===== src/rtl/fir_mac_sequencer.sv =====
// Sequential 40-tap FIR: one MAC per cycle over a circular sample history,
// driving a coefficient ROM address and emitting one saturated output per input sample.
module fir_mac_sequencer #(
    parameter int ORDER     = 39,
    parameter int ORDER_MSB = 5,
    parameter int DATA_MSB  = 15,
    parameter int ACC_W     = 38,
    parameter int SHIFT     = 15
) (
    input  logic                 clk,
    input  logic                 reset,
    input  logic [DATA_MSB:0]    sample_in,
    input  logic                 sample_valid,
    output logic [ORDER_MSB:0]   coef_addr,
    input  logic [DATA_MSB:0]    coef_bits,
    output logic [DATA_MSB:0]    y_out,
    output logic                 y_valid,
    output logic                 busy,
    output logic                 overrun
);

    typedef enum logic [1:0] {IDLE, RUN, DRAIN, OUT} state_t;

    localparam int unsigned AW   = ORDER_MSB + 1;
    localparam int unsigned PW   = 2 * (DATA_MSB + 1);
    localparam int unsigned TAPS = ORDER + 1;
    localparam logic [ORDER_MSB:0] TAP_LAST = AW'(ORDER);
    localparam logic [ORDER_MSB:0] ONE      = AW'(1);

    state_t state, state_nx;

    logic [DATA_MSB:0]        hist [0:ORDER];
    logic [ORDER_MSB:0]       wr_ptr, tap, rd_idx;
    logic signed [DATA_MSB:0] s_d;
    logic signed [PW-1:0]     prod;
    logic signed [ACC_W-1:0]  acc, acc_sum, acc_sh;
    logic                     pos_ovf, neg_ovf;
    logic [DATA_MSB:0]        y_sat;

    always_ff @(posedge clk) begin
        if (reset) state <= IDLE;
        else       state <= state_nx;
    end

    always_comb begin
        state_nx = state;
        case (state)
            IDLE:    if (sample_valid) state_nx = RUN;
            RUN:     if (tap == TAP_LAST) state_nx = DRAIN;
            DRAIN:   state_nx = OUT;
            OUT:     state_nx = IDLE;
            default: state_nx = IDLE;
        endcase
    end

    assign busy = (state != IDLE);

    // Walk backwards from the newest entry, wrapping modulo ORDER+1
    assign rd_idx = (wr_ptr >= tap) ? (wr_ptr - tap) : (wr_ptr + TAP_LAST + ONE - tap);

    // coef_bits belongs to the address registered one cycle earlier, as does s_d
    assign prod    = PW'($signed(coef_bits)) * PW'(s_d);
    assign acc_sum = acc + $signed({{(ACC_W - PW){prod[PW-1]}}, prod});
    assign acc_sh  = acc >>> SHIFT;

    assign pos_ovf = !acc_sh[ACC_W-1] && (|acc_sh[ACC_W-2:DATA_MSB]);
    assign neg_ovf =  acc_sh[ACC_W-1] && !(&acc_sh[ACC_W-2:DATA_MSB]);
    assign y_sat   = pos_ovf ? {1'b0, {DATA_MSB{1'b1}}} :
                     neg_ovf ? {1'b1, {DATA_MSB{1'b0}}} :
                               acc_sh[DATA_MSB:0];

    always_ff @(posedge clk) begin
        if (reset) begin
            for (int unsigned i = 0; i < TAPS; i++) hist[i] <= '0;
            wr_ptr    <= '0;
            tap       <= '0;
            acc       <= '0;
            s_d       <= '0;
            coef_addr <= '0;
            y_out     <= '0;
            y_valid   <= 1'b0;
            overrun   <= 1'b0;
        end else begin
            y_valid <= 1'b0;
            if (sample_valid && state != IDLE) overrun <= 1'b1;
            case (state)
                IDLE: begin
                    if (sample_valid) begin
                        hist[wr_ptr] <= sample_in;
                        tap          <= '0;
                        acc          <= '0;
                    end
                end
                RUN: begin
                    coef_addr <= tap;
                    s_d       <= $signed(hist[rd_idx]);
                    if (tap != '0) acc <= acc_sum;
                    tap <= tap + ONE;
                end
                DRAIN: acc <= acc_sum;
                OUT: begin
                    y_out   <= y_sat;
                    y_valid <= 1'b1;
                    wr_ptr  <= (wr_ptr == TAP_LAST) ? '0 : wr_ptr + ONE;
                end
                default: ;
            endcase
        end
    end

endmodule

===== config.mk =====
export PLATFORM = sky130hd
export DESIGN_NAME = fir_mac_sequencer
export DESIGN_NICKNAME = d
export VERILOG_FILES = /design/src/rtl/fir_mac_sequencer.sv
export SDC_FILE = /design/constraint.sdc
export NUM_CORES = 2
export LEC_CHECK = 0
export BUFFER_PORTS_ARGS = -buffer_cell sky130_fd_sc_hd__buf_4
export CAP_MARGIN = 5
export CELL_PAD_IN_SITES_DETAIL_PLACEMENT = 0
export CELL_PAD_IN_SITES_GLOBAL_PLACEMENT = 1
export CORE_ASPECT_RATIO = 0.6
export CORE_MARGIN = 2
export CORE_UTILIZATION = 52
export CTS_BUF_LIST = sky130_fd_sc_hd__clkbuf_8
export DETAILED_ROUTE_END_ITERATION = 8
export PLACE_DENSITY = 0.81
export SLEW_MARGIN = 25
export SYNTH_ARGS = -nofsm -noshare
export SYNTH_HDL_FRONTEND = slang
export SYNTH_SLANG_ARGS = --single-unit

===== constraint.sdc =====
create_clock -name clk -period 22.4 [get_ports clk]
set_input_delay 4.48 -clock clk [delete_from_list [all_inputs] [get_ports clk]]
set_output_delay 4.48 -clock clk [all_outputs]
set_load 0.01 [all_outputs]

==> run metrics <==
outcome=complete, no violations; die area=0.120 mm²; initial core utilization=52.3%; WS Path Type=in2reg; CP required=23.20 ns; clock transition at the registers of the reported paths=0.07 ns; DR vias=39000; setup TNS=0 ns; dominant cell type by area after synthesis=edfxtp_1; Synth top area share=50.6%; fillers=9519; Mapped Area=0.0608 mm²; CTS Buf Count=163; max frequency=0.0978 GHz; Core Area=0.116 mm²; Skew-Pair Late Insertion Delay=0.91 ns; Post-CTS Setup Inserts=0; reg-to-reg endpoint=acc[23]$_SDFFE_PP0P_; Slew Viols, Final=0; Post-synth top flop=edfxtp_1; CP max FO=16; Die X=445 µm; DRC=0; via-per-instance ratio=5.92; hold buffer count at cts=0; Synth area leaders=edfxtp_1 (51%), fa_1 (11%), and2_1 (7.8%), mux4_2 (4.7%), nand2_1 (3.8%); CTS max path bufs=3; Tcrit/Tclk final=45.6%; setup violators final=0; Hold Vio Cnt, Final=0; # clock sinks=1116; crit path DAT=11.02 ns; HPWL after DPL=118000 µm; initial antenna violation count=7; worst hold path class=reg2reg; RR Startpoint=s_d[1]$_SDFFE_PP0P_; area of the multi-input gates=0.0255 mm²; proportion of layout cells with a drive suffix above 1=11.1%; gr ovfl total=0; vias in the first global route=37200; DRT Pass-1 Iters=7; Worst-Margin Slew=1.22 ns; startpoint class of the critical path=input port; CTS tree=done; unrepaired setup endpoints after global routing=false; register area share after synthesis=53.6%; worst-case reg-to-reg path depth=18; post-synthesis net count=5385; Hold Path End=acc[0]$_SDFFE_PP0P_; Layout Nets=5411; crit end category=register; min Tclk post-route=10.22 ns; YS warnings=0; gr usage total=29.7%; CTS H-Tree Depth=4; clk root buf=clkbuf_8; drt total wl=176000 µm; Avg Inst Size Synth=12.4 µm²; GPL Wtd Cong=0.954; Worst Skew=0.0616 ns; antenna viol nets, final=0; height of the die=269 µm; Slew HR=18.2%; commonest cells in the synthesized netlist=edfxtp_1 (1024), and2_1 (758), nand2_1 (619); drt wl/cell=26.7 µm; Seq. cell area=0.0326 mm²; Post-Synthesis Cells=4894; synth unique cells=79; number of flops mapped to enable cells by yosys=1024; #FFs+latches synth=1116; most frequent cell after synthesis=edfxtp_1; Top Ports=60; Hold Startpoint=acc[0]$_SDFFE_PP0P_; Post-CTS Resized=0; Async SR Flop Fraction=0%; first-pass GRT wire length=258000 µm; Reg2Reg Setup Slack=14.89 ns; max_cap viols=0; row count=97; WHS Path Cells=2; largest net degree at the start of global routing=71; Port Buf Inserts=59; Starting DRT DRC Count=4876; area delta synth->final=8.11%
==> how the worst max path moves through the flow <==
| stage | start | to | slack (ns) |
|---|---|---|---|
| floorplan | coef_bits[15] | acc[37]$_SDFFE_PP0P_ | 11.99 |
| global placement | coef_bits[7] | acc[36]$_SDFFE_PP0P_ | 11.50 |
| detailed placement | coef_bits[7] | acc[36]$_SDFFE_PP0P_ | 11.39 |
| CTS | coef_bits[7] | acc[36]$_SDFFE_PP0P_ | 12.36 |
| global route | coef_bits[7] | acc[36]$_SDFFE_PP0P_ | 11.86 |
| finish | coef_bits[7] | acc[36]$_SDFFE_PP0P_ | 12.18 |
==> area by class of cell <==
class	instances	share of cell area (%)
clock inverter	120	0.937
antenna	2	0.00762
timing repair buffer	177	2.02
inverter	393	2.25
clock buffer	167	3.50
multi-input combinational	3069	38.8
sequential	1116	49.6
tap	1534	2.92
==> state kept, by name (all words and copies together) (netlist names) <==
signal     cells
hist        1024
acc           38
tap            6
y_valid        1
s_d           16
state          2
wr_ptr         6
y_out         16
coef_addr      6
overrun        1
==> cells in the final DEF, fill, tap and decap left out, types with 6 or more instances in the layout <==
cell / instances
o21bai_1: 6
a22o_1: 11
buf_4: 177
a2111oi_0: 12
a21o_1: 22
nor2_2: 33
o211ai_1: 53
nor4_1: 9
mux4_1: 6
a22oi_1: 14
mux4_2: 127
mux2i_1: 92
o21ai_0: 87
o21ai_1: 43
nor3_1: 16
a21oi_1: 110
clkinv_1: 29
nor2_1: 138
clkinv_2: 14
fa_1: 327
nand3_1: 113
xnor2_1: 37
and3_1: 39
and2_1: 758
a32oi_1: 47
o22ai_1: 10
nand2_1: 617
xor2_1: 18
a31oi_1: 22
ha_1: 127
edfxtp_1: 1024
a211oi_1: 19
clkbuf_8: 167
nor2b_1: 21
dfxtp_1: 92
nand2b_1: 26
nand4_1: 25
inv_1: 454
==> cells by family (layout without fill, tap and decap cells) <==
family,after synthesis,count (layout),synth area share [%]
buffers and inverters,709,857,4.79
AND/OR/NAND/NOR,1823,1823,15.3
other,0,2,0
adder cells (fa/ha/maj),456,456,13.4
AO/OA/AOI/OAI,504,504,5.46
XOR/XNOR,55,55,0.793
flip-flops,1116,1116,53.6
multiplexers,231,231,6.61
==> critical path, cell delays in order <==
cell and delay (ns):
buf_4 0.18, and2_1 0.19, fa_1 0.54, inv_1 0.05
fa_1 0.47, fa_1 0.50, fa_1 0.55, inv_1 0.05
fa_1 0.48, inv_1 0.05, fa_1 0.48, inv_1 0.04
ha_1 0.33, nand4_1 0.19, nor4_1 0.08, a211oi_1 0.81
o41ai_2 0.34, a221oi_2 0.58, nor3b_1 0.13, o31a_1 0.30
o31ai_1 0.18
==> through the flow <==
step / cells / area [µm²] / utilization (%) / worst slack [ns] / hold slack, ns
2_1_floorplan: 4894 / 60800 / - / 11.99 / 0.432
3_3_place_gp: 6289 / 62700 / 53.9 / 11.50 / 0.443
3_5_place_dp: 6289 / 62700 / 53.9 / 11.39 / 0.451
4_1_cts: 6576 / 65600 / 56.4 / 12.36 / 0.460
5_1_grt: 6576 / 65700 / 56.5 / 11.86 / 0.481
6_report: 6578 / 65700 / 56.5 / 12.18 / 0.459
==> routing by layer <==
layer  up-vias  track usage [%]  wire length, µm  share of wire, %
met5         -                0               52             0.030
met4         8             6.95             3310               1.9
met3       261             12.6            26900                15
met2      2255             37.3            67700                39
met1     19500             46.6            77700                44
li1      17000                -                -                 -
Power is left out: the tool's default activity adds up to more than one toggle a clock period on the data nets, which glitch-free logic cannot reach.
